**src/rtl/mem_port_arbiter_if.sv**
```systemverilog
// Bundle of the fetch, data and memory-side signals of mem_port_arbiter.
// slave : the arbiter's view (takes requests, drives the memory bus).
// master: the surrounding datapath/memory view.
`timescale 1ns/1ps
interface mem_port_arbiter_if #(
   parameter int ADDR_WIDTH = 32,
   parameter int DATA_WIDTH = 32
);
   // fetch requester
   logic                  if_req;
   logic [ADDR_WIDTH-1:0] if_addr;
   logic [DATA_WIDTH-1:0] if_instr;
   logic                  if_done;
   // data requester
   logic                  dm_read;
   logic                  dm_write;
   logic [ADDR_WIDTH-1:0] dm_addr;
   logic [DATA_WIDTH-1:0] dm_wdata;
   logic [DATA_WIDTH-1:0] dm_rdata;
   logic                  dm_done;
   logic                  stall;
   // unified memory port
   logic                  mem_req;
   logic                  mem_we;
   logic [ADDR_WIDTH-1:0] mem_addr;
   logic [DATA_WIDTH-1:0] mem_wdata;
   logic [DATA_WIDTH-1:0] mem_rdata;
   logic                  mem_ack;
   logic                  timeout_err;

   modport slave (
      input  if_req, if_addr, dm_read, dm_write, dm_addr, dm_wdata,
             mem_rdata, mem_ack,
      output if_instr, if_done, dm_rdata, dm_done, stall,
             mem_req, mem_we, mem_addr, mem_wdata, timeout_err
   );

   modport master (
      output if_req, if_addr, dm_read, dm_write, dm_addr, dm_wdata,
             mem_rdata, mem_ack,
      input  if_instr, if_done, dm_rdata, dm_done, stall,
             mem_req, mem_we, mem_addr, mem_wdata, timeout_err
   );
endinterface

```
**src/rtl/mem_port_arbiter.sv**
```systemverilog
// mem_port_arbiter: shares one single-ported unified memory between
// instruction fetch and data load/store. Data has fixed priority over
// fetch; each access is a req/ack handshake followed by one response
// cycle carrying the matching done pulse. stall holds PC and pipeline
// registers while a request is outstanding.
// Optional feature macro: MEM_TIMEOUT_EN -- per-access wait counter that
// abandons an access after TIMEOUT_CYCLES un-acked cycles and sets the
// sticky timeout_err flag. Without it the FSM waits forever for mem_ack.
`timescale 1ns/1ps
module mem_port_arbiter #(
   parameter int ADDR_WIDTH     = 32,
   parameter int DATA_WIDTH     = 32,
   parameter int TIMEOUT_CYCLES = 255
) (
   input logic               clk,
   input logic               reset,
   mem_port_arbiter_if.slave bus
);

   typedef enum logic [1:0] {IDLE, FETCH, DATA, RESP} state_t;

   state_t                state;
   logic                  issue;
   logic                  we;
   logic [ADDR_WIDTH-1:0] addr;
   logic [DATA_WIDTH-1:0] wdata;
   logic [DATA_WIDTH-1:0] instr;
   logic [DATA_WIDTH-1:0] rdata;
   logic                  if_pulse;
   logic                  dm_pulse;
   logic                  data_pending;

   // A zero limit would time out before the memory could ever answer.
   if (TIMEOUT_CYCLES < 1) begin : g_bad_timeout
      $error("mem_port_arbiter: TIMEOUT_CYCLES must be at least 1");
   end

`ifdef MEM_TIMEOUT_EN
   localparam int CNT_W = $clog2(TIMEOUT_CYCLES + 1);
   localparam logic [CNT_W-1:0] CNT_LAST = CNT_W'(TIMEOUT_CYCLES - 1);

   logic [CNT_W-1:0] wait_cnt;
   logic             timeout_flag;
`endif

   // A simultaneous read+write is treated as a write.
   assign data_pending = bus.dm_read | bus.dm_write;

   // Sequencer: sample requests in IDLE, hold the memory bus until ack
   // (or timeout), then spend one RESP cycle pulsing the matching done.
   always_ff @(posedge clk or posedge reset) begin
      if (reset) begin
         state    <= IDLE;
         issue    <= 1'b0;
         we       <= 1'b0;
         addr     <= '0;
         wdata    <= '0;
         instr    <= '0;
         rdata    <= '0;
         if_pulse <= 1'b0;
         dm_pulse <= 1'b0;
`ifdef MEM_TIMEOUT_EN
         wait_cnt     <= '0;
         timeout_flag <= 1'b0;
`endif
      end else begin
         if_pulse <= 1'b0;
         dm_pulse <= 1'b0;
         case (state)
            IDLE: begin
               if (data_pending) begin
                  addr  <= bus.dm_addr;
                  wdata <= bus.dm_wdata;
                  we    <= bus.dm_write;
                  issue <= 1'b1;
                  state <= DATA;
`ifdef MEM_TIMEOUT_EN
                  wait_cnt <= '0;
`endif
               end else if (bus.if_req) begin
                  addr  <= bus.if_addr;
                  we    <= 1'b0;
                  issue <= 1'b1;
                  state <= FETCH;
`ifdef MEM_TIMEOUT_EN
                  wait_cnt <= '0;
`endif
               end
            end
            FETCH, DATA: begin
               if (bus.mem_ack) begin
                  issue <= 1'b0;
                  we    <= 1'b0;
                  state <= RESP;
                  if (state == FETCH) begin
                     instr    <= bus.mem_rdata;
                     if_pulse <= 1'b1;
                  end else begin
                     // stores leave the last load value untouched
                     if (!we) rdata <= bus.mem_rdata;
                     dm_pulse <= 1'b1;
                  end
               end
`ifdef MEM_TIMEOUT_EN
               else if (wait_cnt == CNT_LAST) begin
                  // abandon the access; a zero instruction is a NOP
                  issue        <= 1'b0;
                  we           <= 1'b0;
                  state        <= RESP;
                  timeout_flag <= 1'b1;
                  if (state == FETCH) begin
                     instr    <= '0;
                     if_pulse <= 1'b1;
                  end else begin
                     if (!we) rdata <= '0;
                     dm_pulse <= 1'b1;
                  end
               end else begin
                  wait_cnt <= wait_cnt + 1'b1;
               end
`endif
            end
            RESP: begin
               // held requests are ignored here so they are never reissued
               state <= IDLE;
            end
            default: state <= IDLE;
         endcase
      end
   end

   assign bus.mem_req   = issue;
   assign bus.mem_we    = we;
   assign bus.mem_addr  = addr;
   assign bus.mem_wdata = wdata;
   assign bus.if_instr  = instr;
   assign bus.if_done   = if_pulse;
   assign bus.dm_rdata  = rdata;
   assign bus.dm_done   = dm_pulse;
   assign bus.stall     = (bus.if_req & ~if_pulse) | (data_pending & ~dm_pulse);

`ifdef MEM_TIMEOUT_EN
   assign bus.timeout_err = timeout_flag;
`else
   assign bus.timeout_err = 1'b0;
`endif

endmodule

```
**src/flat_wrapper.sv**
```systemverilog
// flat-port wrapper written by rule: the top's interface ports become plain ports
module mem_port_arbiter_flat 
#(
   parameter int ADDR_WIDTH     = 32,
   parameter int DATA_WIDTH     = 32,
   parameter int TIMEOUT_CYCLES = 255
)
  (clk, reset, bus_if_req, bus_if_addr, bus_dm_read, bus_dm_write, bus_dm_addr, bus_dm_wdata, bus_mem_rdata, bus_mem_ack, bus_if_instr, bus_if_done, bus_dm_rdata, bus_dm_done, bus_stall, bus_mem_req, bus_mem_we, bus_mem_addr, bus_mem_wdata, bus_timeout_err);
  mem_port_arbiter_if #(.ADDR_WIDTH(ADDR_WIDTH), .DATA_WIDTH(DATA_WIDTH)) bus_i ();
  input logic clk;
  input logic reset;
  input wire logic [$bits(bus_i.if_req)-1:0] bus_if_req;
  input wire logic [$bits(bus_i.if_addr)-1:0] bus_if_addr;
  input wire logic [$bits(bus_i.dm_read)-1:0] bus_dm_read;
  input wire logic [$bits(bus_i.dm_write)-1:0] bus_dm_write;
  input wire logic [$bits(bus_i.dm_addr)-1:0] bus_dm_addr;
  input wire logic [$bits(bus_i.dm_wdata)-1:0] bus_dm_wdata;
  input wire logic [$bits(bus_i.mem_rdata)-1:0] bus_mem_rdata;
  input wire logic [$bits(bus_i.mem_ack)-1:0] bus_mem_ack;
  output wire logic [$bits(bus_i.if_instr)-1:0] bus_if_instr;
  output wire logic [$bits(bus_i.if_done)-1:0] bus_if_done;
  output wire logic [$bits(bus_i.dm_rdata)-1:0] bus_dm_rdata;
  output wire logic [$bits(bus_i.dm_done)-1:0] bus_dm_done;
  output wire logic [$bits(bus_i.stall)-1:0] bus_stall;
  output wire logic [$bits(bus_i.mem_req)-1:0] bus_mem_req;
  output wire logic [$bits(bus_i.mem_we)-1:0] bus_mem_we;
  output wire logic [$bits(bus_i.mem_addr)-1:0] bus_mem_addr;
  output wire logic [$bits(bus_i.mem_wdata)-1:0] bus_mem_wdata;
  output wire logic [$bits(bus_i.timeout_err)-1:0] bus_timeout_err;
  assign bus_i.if_req = bus_if_req;
  assign bus_i.if_addr = bus_if_addr;
  assign bus_i.dm_read = bus_dm_read;
  assign bus_i.dm_write = bus_dm_write;
  assign bus_i.dm_addr = bus_dm_addr;
  assign bus_i.dm_wdata = bus_dm_wdata;
  assign bus_i.mem_rdata = bus_mem_rdata;
  assign bus_i.mem_ack = bus_mem_ack;
  assign bus_if_instr = bus_i.if_instr;
  assign bus_if_done = bus_i.if_done;
  assign bus_dm_rdata = bus_i.dm_rdata;
  assign bus_dm_done = bus_i.dm_done;
  assign bus_stall = bus_i.stall;
  assign bus_mem_req = bus_i.mem_req;
  assign bus_mem_we = bus_i.mem_we;
  assign bus_mem_addr = bus_i.mem_addr;
  assign bus_mem_wdata = bus_i.mem_wdata;
  assign bus_timeout_err = bus_i.timeout_err;
  mem_port_arbiter #(.ADDR_WIDTH(ADDR_WIDTH), .DATA_WIDTH(DATA_WIDTH), .TIMEOUT_CYCLES(TIMEOUT_CYCLES)) u_core (.clk(clk), .reset(reset), .bus(bus_i));
endmodule
```
**config.mk**
```make
export PLATFORM = sky130hd
export DESIGN_NAME = mem_port_arbiter_flat
export DESIGN_NICKNAME = d
export VERILOG_FILES = /design/src/rtl/mem_port_arbiter_if.sv /design/src/rtl/mem_port_arbiter.sv /design/src/flat_wrapper.sv
export SDC_FILE = /design/constraint.sdc
export NUM_CORES = 1
export LEC_CHECK = 0
export CORE_MARGIN = 5
export CORE_UTILIZATION = 37
export DETAILED_ROUTE_END_ITERATION = 12
export PLACE_DENSITY = 0.77
export SLEW_MARGIN = 40
export SYNTH_ARGS = -nofsm -noshare
export SYNTH_HDL_FRONTEND = slang
export SYNTH_SLANG_ARGS = --single-unit
export TNS_END_PERCENT = 100
```
**constraint.sdc**
```tcl
create_clock -name clk -period 3.9 [get_ports clk]
set_clock_uncertainty 0.05 [all_clocks]
set_input_delay 0.585 -clock clk [delete_from_list [all_inputs] [get_ports clk]]
set_output_delay 0.585 -clock clk [all_outputs]
set_load 0.01 [all_outputs]
```
## Yosys cells after proc, flatten, opt, wreduce, memory -nomap -nowiden

Cells that the tools add are included.

- Logic and storage cells: 51
- Flip-flop bits (word level): 134
- Input port bits: 134
- Output and inout bits: 134

- Equality and inequality tests: 5
- Reductions and logical operators: 10
- Bitwise operators: 8
- Mux-type cells: 19

Operator list:

| operator | count |
|---|---|
| $mux W32 | 2 |
| $mux W1 | 11 |
| $mux W2 | 3 |
| $pmux W2 S3 | 1 |
| $reduce_and A2 Y1 | 3 |
| $reduce_and A3 Y1 | 2 |
| $eq A2 B2 Y1 const B | 2 |
| $not A1 Y1 | 4 |
| $pmux W1 S2 | 2 |
| $reduce_and A4 Y1 | 1 |
| $reduce_bool A2 Y1 | 2 |
| $ne A3 B2 Y1 const B | 1 |
| $and A1 B1 Y1 | 2 |
| $eq A2 B1 Y1 const B | 1 |
| $logic_not A2 Y1 | 1 |
| $ne A2 B2 Y1 const B | 1 |
| $or A1 B1 Y1 | 2 |
| $reduce_or A2 Y1 | 1 |

## Depth between registers and ports, before layout

Gate-level depths: netlist of the first run.

- Depth after elaboration: 4
- Mapped depth: 6
- Mapped depth without buffers: 5

## Worst setup path after synthesis of the first run

Ideal clock, no wire load.

- Path kind: input -> output
- Start: in bus_dm_write
- End: out bus_stall
- Buffers on the path: 2
- Cell stages on the path: 4
- Required time: 3265 ps
- Path slack: 1989 ps
- Arrival: 1276 ps
- Cells stage by stage: buf_2 nor2_4 buf_6 o22ai_1

- Cells in the longest elaborated chain, start to end: 3

RTL lines:

| element | RTL line | RTL |
|---|---|---|
| start, declared | flat_wrapper.sv:15 | `input wire logic [$bits(bus_i.dm_write)-1:0] bus_dm_write;` |
| $or A1 B1 Y1 | mem_port_arbiter.sv:47 | `assign data_pending = bus.dm_read \| bus.dm_write;` |
| $and A1 B1 Y1 | mem_port_arbiter.sv:140 | `assign bus.stall = (bus.if_req & ~if_pulse) \| (data_pending & ~dm_pulse);` |
| $or A1 B1 Y1 | mem_port_arbiter.sv:140 |  |
| end, declared | flat_wrapper.sv:24 | `output wire logic [$bits(bus_i.stall)-1:0] bus_stall;` |

Every way passes these cells.

## Final worst setup path of the first run

Same ends and word-level chain as after synthesis.

==> results of run 1 <==
==> worst min path at each step <==
stage | to | depth (start not counted)
finish | u_core.bus.mem_addr[19] | 2
global route | u_core.bus.mem_addr[22] | 2
CTS | u_core.bus.mem_addr[20] | 2
detailed placement | u_core.bus.mem_addr[20] | 2
global placement | u_core.bus.mem_addr[20] | 2
floorplan | u_core.state[1] | 1
==> registers in the layout, summed over array words and instances (netlist names) <==
register              flops
u_core.bus.dm_rdata      32
u_core.bus.if_instr      32
u_core.bus.mem_addr      32
u_core.bus.mem_wdata     32
u_core.state              2
u_core.bus.dm_done        1
u_core.bus.if_done        1
u_core.bus.mem_req        1
u_core.bus.mem_we         1
==> through the flow <==
step	hold WS (ns)	cells
2_1_floorplan	0.458	377
3_3_place_gp	0.414	814
3_5_place_dp	0.422	814
4_1_cts	0.434	846
5_1_grt	0.449	846
6_report	0.429	846
==> worst reg2reg max path: cells and delay by family, from the launching register on <==
family	cells	cell delay (ns)
adders and majority gates	1	0.48
muxes	1	0.38
and+or+nand+nor	2	0.26
buffers and inverters	2	0.38
DFF	1	0.37
==> placed cells by master (no fill, tap or decap) <==
cell / count
nor3_4: 1
nand2_1: 32
nand2_2: 1
clkinv_2: 1
inv_1: 5
nor3_2: 1
buf_12: 1
conb_1: 1
clkbuf_16: 17
mux2_1: 4
clkbuf_1: 1
clkdlybuf4s50_1: 266
nor2_1: 2
clkinv_4: 3
o21ai_2: 1
ha_1: 4
nor2_4: 1
bufinv_16: 5
dfrtp_1: 134
clkbuf_8: 3
o22ai_1: 1
clkinvlp_4: 3
buf_4: 6
o31ai_4: 1
mux2_2: 94
nand3_4: 1
a211oi_2: 1
mux2i_1: 35
nor2b_1: 2
o21ai_1: 5
o21ai_0: 27
a21oi_1: 2
==> cell type report <==
class | count | area share [%]
flip-flops and latches | 134 | 37.5
repair buffers | 273 | 30.5
multi-input cells | 217 | 21.6
clock buffers | 21 | 5.27
well taps | 184 | 2.58
clock inverters | 11 | 2.20
inverters | 6 | 0.294
==> metal layers <==
metal | part of all wire [%] | vias up
met1 | 39 | 1920
li1 | - | 1863
met4 | 1.1 | 0
met2 | 49 | 171
met3 | 11 | 11
met5 | 0 | -
==> cells by family after synthesis <==
| kind of cell | synth area share (%) |
|---|---|
| AOI/OAI and AO/OA | 4.02 |
| DFF | 61.6 |
| and+or+nand+nor | 3.56 |
| adders and majority gates | 0.919 |
| other | 0.0689 |
| muxes | 26.7 |
| buffers and inverters | 3.13 |
==> power breakdown <==
| part | internal [µW] | switching [µW] | leakage (µW) |
|---|---|---|---|
| Combinational | 1970 | 1300 | 0.00184 |
| Clock | 1190 | 596 | 0.000319 |
| Sequential | 2100 | 360 | 0.00161 |
| Total | 5260 | 2250 | 0.00377 |
==> results.tsv, run 1 <==
metric	value	unit
run status	finished, final reports clean	
antenna violations before repair	0	
Pins Over Slew Limit	0	
clk_lat worst skew	0.41	ns
critical path arrival	2.02	ns
total power draw	7510	µW
multi-input logic area	1930	µm²
Syn Inst Count	377	
Worst-Margin Slew	0.631	ns
CP delay by family, top	buffers and inverters	
top cells by count, synth	dfrtp_1, mux2_2, mux2i_1	
reg-to-reg setup timing slack	1.86	ns
share of the synthesized area in the top cell type	61.6	%
die area	17200	µm²
core area	14500	µm²
Final Cell Area	8930	µm²
WL/cell	17.4	µm
CP Depth	4	
# setup viols final	0	
DP Area	8270	µm²
final core utilization	61.7	%
yosys warns	0	
# clock sinks	134	
Buf+Inv Stages, Crit Path	2	
Reg area	3350	µm²
Initial Utilization	37.6	%
busiest grt layer	met2	
Area Growth Syn to Fin	64.1	%
critical register-to-register path startpoint	u_core.state[0]	
Yosys top cell by area	dfrtp_1	
Max Clk Rate	376	MHz
Cell Pwr Density	841	nW/µm²
CP Max Fanout	5	
final worst-path cycle share	68.2	%
GP Congestion	0.741	
PortBufs	266	
layout cell share with drive strength beyond 1	21.3	%
num ports	268	
top_reg_cell synth	dfrtp_1	
Iter 0 DRT Violations	93	
grt total ovfl	0	
FP Rows	44	
Setup Total Neg Slack	0	ns
most area-consuming cells after synthesis	dfrtp_1, mux2_2, mux2i_1	
HPWL Detailed	11.2	mm
first-pass GRT wire length	23.4	mm
pre-CTS WS	1.23	ns
Die H	131	µm
cts repair resizes	0	
Slew headroom	58.0	%
syn nets	515	
CTS tree	done	
DR pass1 iterations	4	
min Tclk post-route	2.66	ns
setup bufs post-CTS	0	
Startpoint Class	primary input	
diodes inserted	0	
grt met3 use	9.48	%
largest net degree at the start of global routing	71	
number of global-route vias before repair	4281	
root buf cell	clkbuf_16	
Worst Path Required	3.26	ns
Avg Inst Size Synth	14.4	µm²
clk slew on worst S/H paths	0.05	ns
synthesized flop and latch total	134	
Reg2Reg Depth	6	
Critical R2R Capture	u_core.bus.dm_rdata[24]	
vias per inst	4.69	
CP max-delay cell	clkdlybuf4s50_1	
Die Width	131	µm
drt drc	0	
Post-synth EDFFs	0	
Worst Setup SP	bus_dm_write	
cts bufs inserted	17	
max_cap viols	0	
CTS H-tree depth	4	
Routed Antenna Nets	0	
Fillers	1115	
Vias	3965	
Fin. Hold Viols	0	
critical path, cell by cell	clkdlybuf4s50_1, nor2_4, o22ai_1, clkdlybuf4s50_1	
critical path type	in -> out	
hold_buf cts	0	
Yosys cell types	26	
Setup crit end kind	output pin	
Critical Path Most Common Cell	clkdlybuf4s50_1	
sequential area share after synthesis	61.6	%
async set or reset register ratio after synthesis	100	%
met2 Use GR	27.9	%
crit-path max cell delay	0.66	ns
unrepaired setup endpoints after global routing	false	
grt met1 use	19.2	%
worst hold start	u_core.bus.mem_addr[19]	
Mapped Area	5440	µm²
most common cell in the netlist	dfrtp_1	
fin worst setup slack	1.24	ns
maximum clock path buffer count	2	
Max VDD drop	0.439	mV
crit path capture	bus_stall	
GRT Total Usage	17.0	%
Final nets	787	
type of the worst min-delay path	reg -> reg	
Pleak	0.00377	µW
final wirelength	14.7	mm
No activity file was read; power rests on OpenSTA's default activity.
==> inputs of run 2 (changes only) <==
- clock period: 3.9 -> 2.2 ns (I/O delays scaled with it)
==> run 2 against run 1 <==
Clock power grew 63%. Non-clock buffer count grew 4. Worst setup slack lost 1.1 ns. Register-to-register slack lost 1.6 ns. Sequential power grew 78%. Critical endpoint unchanged. Highest routed layer unchanged.
==> results.tsv, run 2 (synthesized netlist as in run 1, its figures left out) <==
metric	value	unit	change
clk slew on worst S/H paths	0.05	ns	about the same
Routed Antenna Nets	0		unchanged
# clock sinks	134		unchanged
DR pass1 iterations	4		unchanged
FP Rows	44		unchanged
num ports	268		unchanged
largest net degree at the start of global routing	70		-1.4%
grt total ovfl	0		unchanged
Iter 0 DRT Violations	89		-4.3%
Startpoint Class	primary input		
commonest non-fill, non-tap cells in the layout	clkdlybuf4s50_1, dfrtp_1, mux2_2, mux2i_1, nand2_1		
Area Growth Syn to Fin	65.0	%	
crit-path max cell delay	0.57	ns	-0.09 ns
number of global-route vias before repair	4375		+2.2%
# setup viols final	0		unchanged
Max VDD drop	0.750	mV	+71%
type of the worst min-delay path	in -> async		
Die Width	131	µm	unchanged
GRT Total Usage	17.7	%	+0.73 points
HPWL Detailed	11.5	mm	+2.2%
die area	17200	µm²	unchanged
Fillers	1137		+2.0%
Setup Total Neg Slack	0	ns	unchanged
CTS tree	done		
CP Max Fanout	2		-3
maximum clock path buffer count	2		unchanged
Initial Utilization	37.6	%	unchanged
hold_buf cts	0		unchanged
drt drc	0		unchanged
run status	finished, final reports clean		
Critical R2R Capture	u_core.bus.dm_rdata[15]		
Worst Hold Slack	0.368	ns	-0.0614 ns
critical register-to-register path startpoint	u_core.state[1]		
vias per inst	4.69		about the same
WL/cell	17.8	µm	+2.4%
CTS H-tree depth	4		unchanged
core area	14500	µm²	unchanged
first-pass GRT wire length	24.5	mm	+5.0%
Setup crit end kind	output pin		
Reg2Reg Depth	6		unchanged
Pins Over Slew Limit	0		unchanged
cts repair resizes	0		unchanged
most common cell after layout, fill and taps aside	clkdlybuf4s50_1		
critical path, cell by cell	clkdlybuf4s50_1, nor2_4, o22ai_1, clkdlybuf4s50_1		
setup bufs post-CTS	0		unchanged
Cell Pwr Density	1470	nW/µm²	+75%
diodes inserted	0		unchanged
Reg area	3350	µm²	unchanged
unrepaired setup endpoints after global routing	false		
PortBufs	266		unchanged
GP Congestion	0.774		+4.4%
layout cell share with drive strength beyond 1	21.9	%	+0.62 points
Max Clk Rate	497	MHz	
critical path arrival	1.63	ns	-0.39 ns
clk_lat worst skew	0.41	ns	about the same
Final nets	791		+0.51%
min Tclk post-route	2.01	ns	
CP max-delay cell	clkdlybuf4s50_1		
max_cap viols	0		unchanged
final worst-path cycle share	91.5	%	
antenna violations before repair	0		unchanged
Pleak	0.00379	µW	+0.46%
cts bufs inserted	17		unchanged
Vias	3983		+0.45%
reg-to-reg setup timing slack	0.23	ns	-1.63 ns
Die H	131	µm	unchanged
critical path type	in -> out		
multi-input logic area	1920	µm²	-0.39%
Worst Path Required	1.82	ns	-1.44 ns
root buf cell	clkbuf_16		
Critical Path Most Common Cell	clkdlybuf4s50_1		
final wirelength	15.2	mm	+2.9%
Fin. Hold Viols	0		unchanged
## run 2: cell count changes in the layout (fill, tap and decap cells not counted), sizes merged
cell	delta
bufinv	-2
clkbuf	-1
buf	+4
clkinvlp	+3
## run 2: layout make-up
cell class / instances / share of cell area [%]
inverters: 6 / 0.293
clock buffers: 20 / 5.20
multi-input cells: 217 / 21.4
clock inverters: 12 / 1.69
well taps: 184 / 2.56
repair buffers: 277 / 31.5
flip-flops and latches: 134 / 37.3
## run 2: worst max-delay path, delay by kind of cell
family                 cells  cell delay (ns)
AO/OA/AOI/OAI              1             0.11
AND/OR/NAND/NOR            1             0.08
buffers and inverters      2             1.11
## run 2: routing by layer
metal  global-route usage (%)  up-vias  wire (µm)
li1                         -     1874          -
met1                     20.4     1920       5850
met2                     29.4      173       7570
met3                     8.41       16       1550
met4                     5.54        0        197
met5                        0        -          0
## run 2: metrics by stage
step	setup slack (ns)	util, %	instance area, µm²	total power (µW)	instances
global route	0.113	62.0	8980	14000	850
finish	0.187	62.0	8980	13200	850
global placement	0.186	57.8	8360	10200	818
floorplan	0.155	-	5450	7040	377
CTS	0.183	62.0	8980	13400	850
detailed placement	0.183	57.8	8360	10400	818
## run 2: where the power goes
group | internal [µW] | total (µW) | switching, µW
clock | 1870 | 2900 | 1040
combinational | 3570 | 5910 | 2340
sequential | 3720 | 4370 | 648
## run 2: worst max-delay path by stage
stage	slack, ns	start	end	cells past startpoint
after floorplan	0.15	reset	u_core.bus.dm_done	1
after global placement	0.19	bus_dm_write	bus_stall	4
after detailed placement	0.18	bus_dm_write	bus_stall	4
after CTS	0.18	bus_dm_write	bus_stall	4
after global routing	0.11	u_core.state[1]	u_core.bus.dm_rdata[15]	6
final	0.19	bus_dm_write	bus_stall	4
==> inputs of run 3 (changes only) <==
- GPL_ROUTABILITY_DRIVEN: unset -> 0
==> results of run 3 <==
Final layout, timing and power as in run 2 (identical DEF).
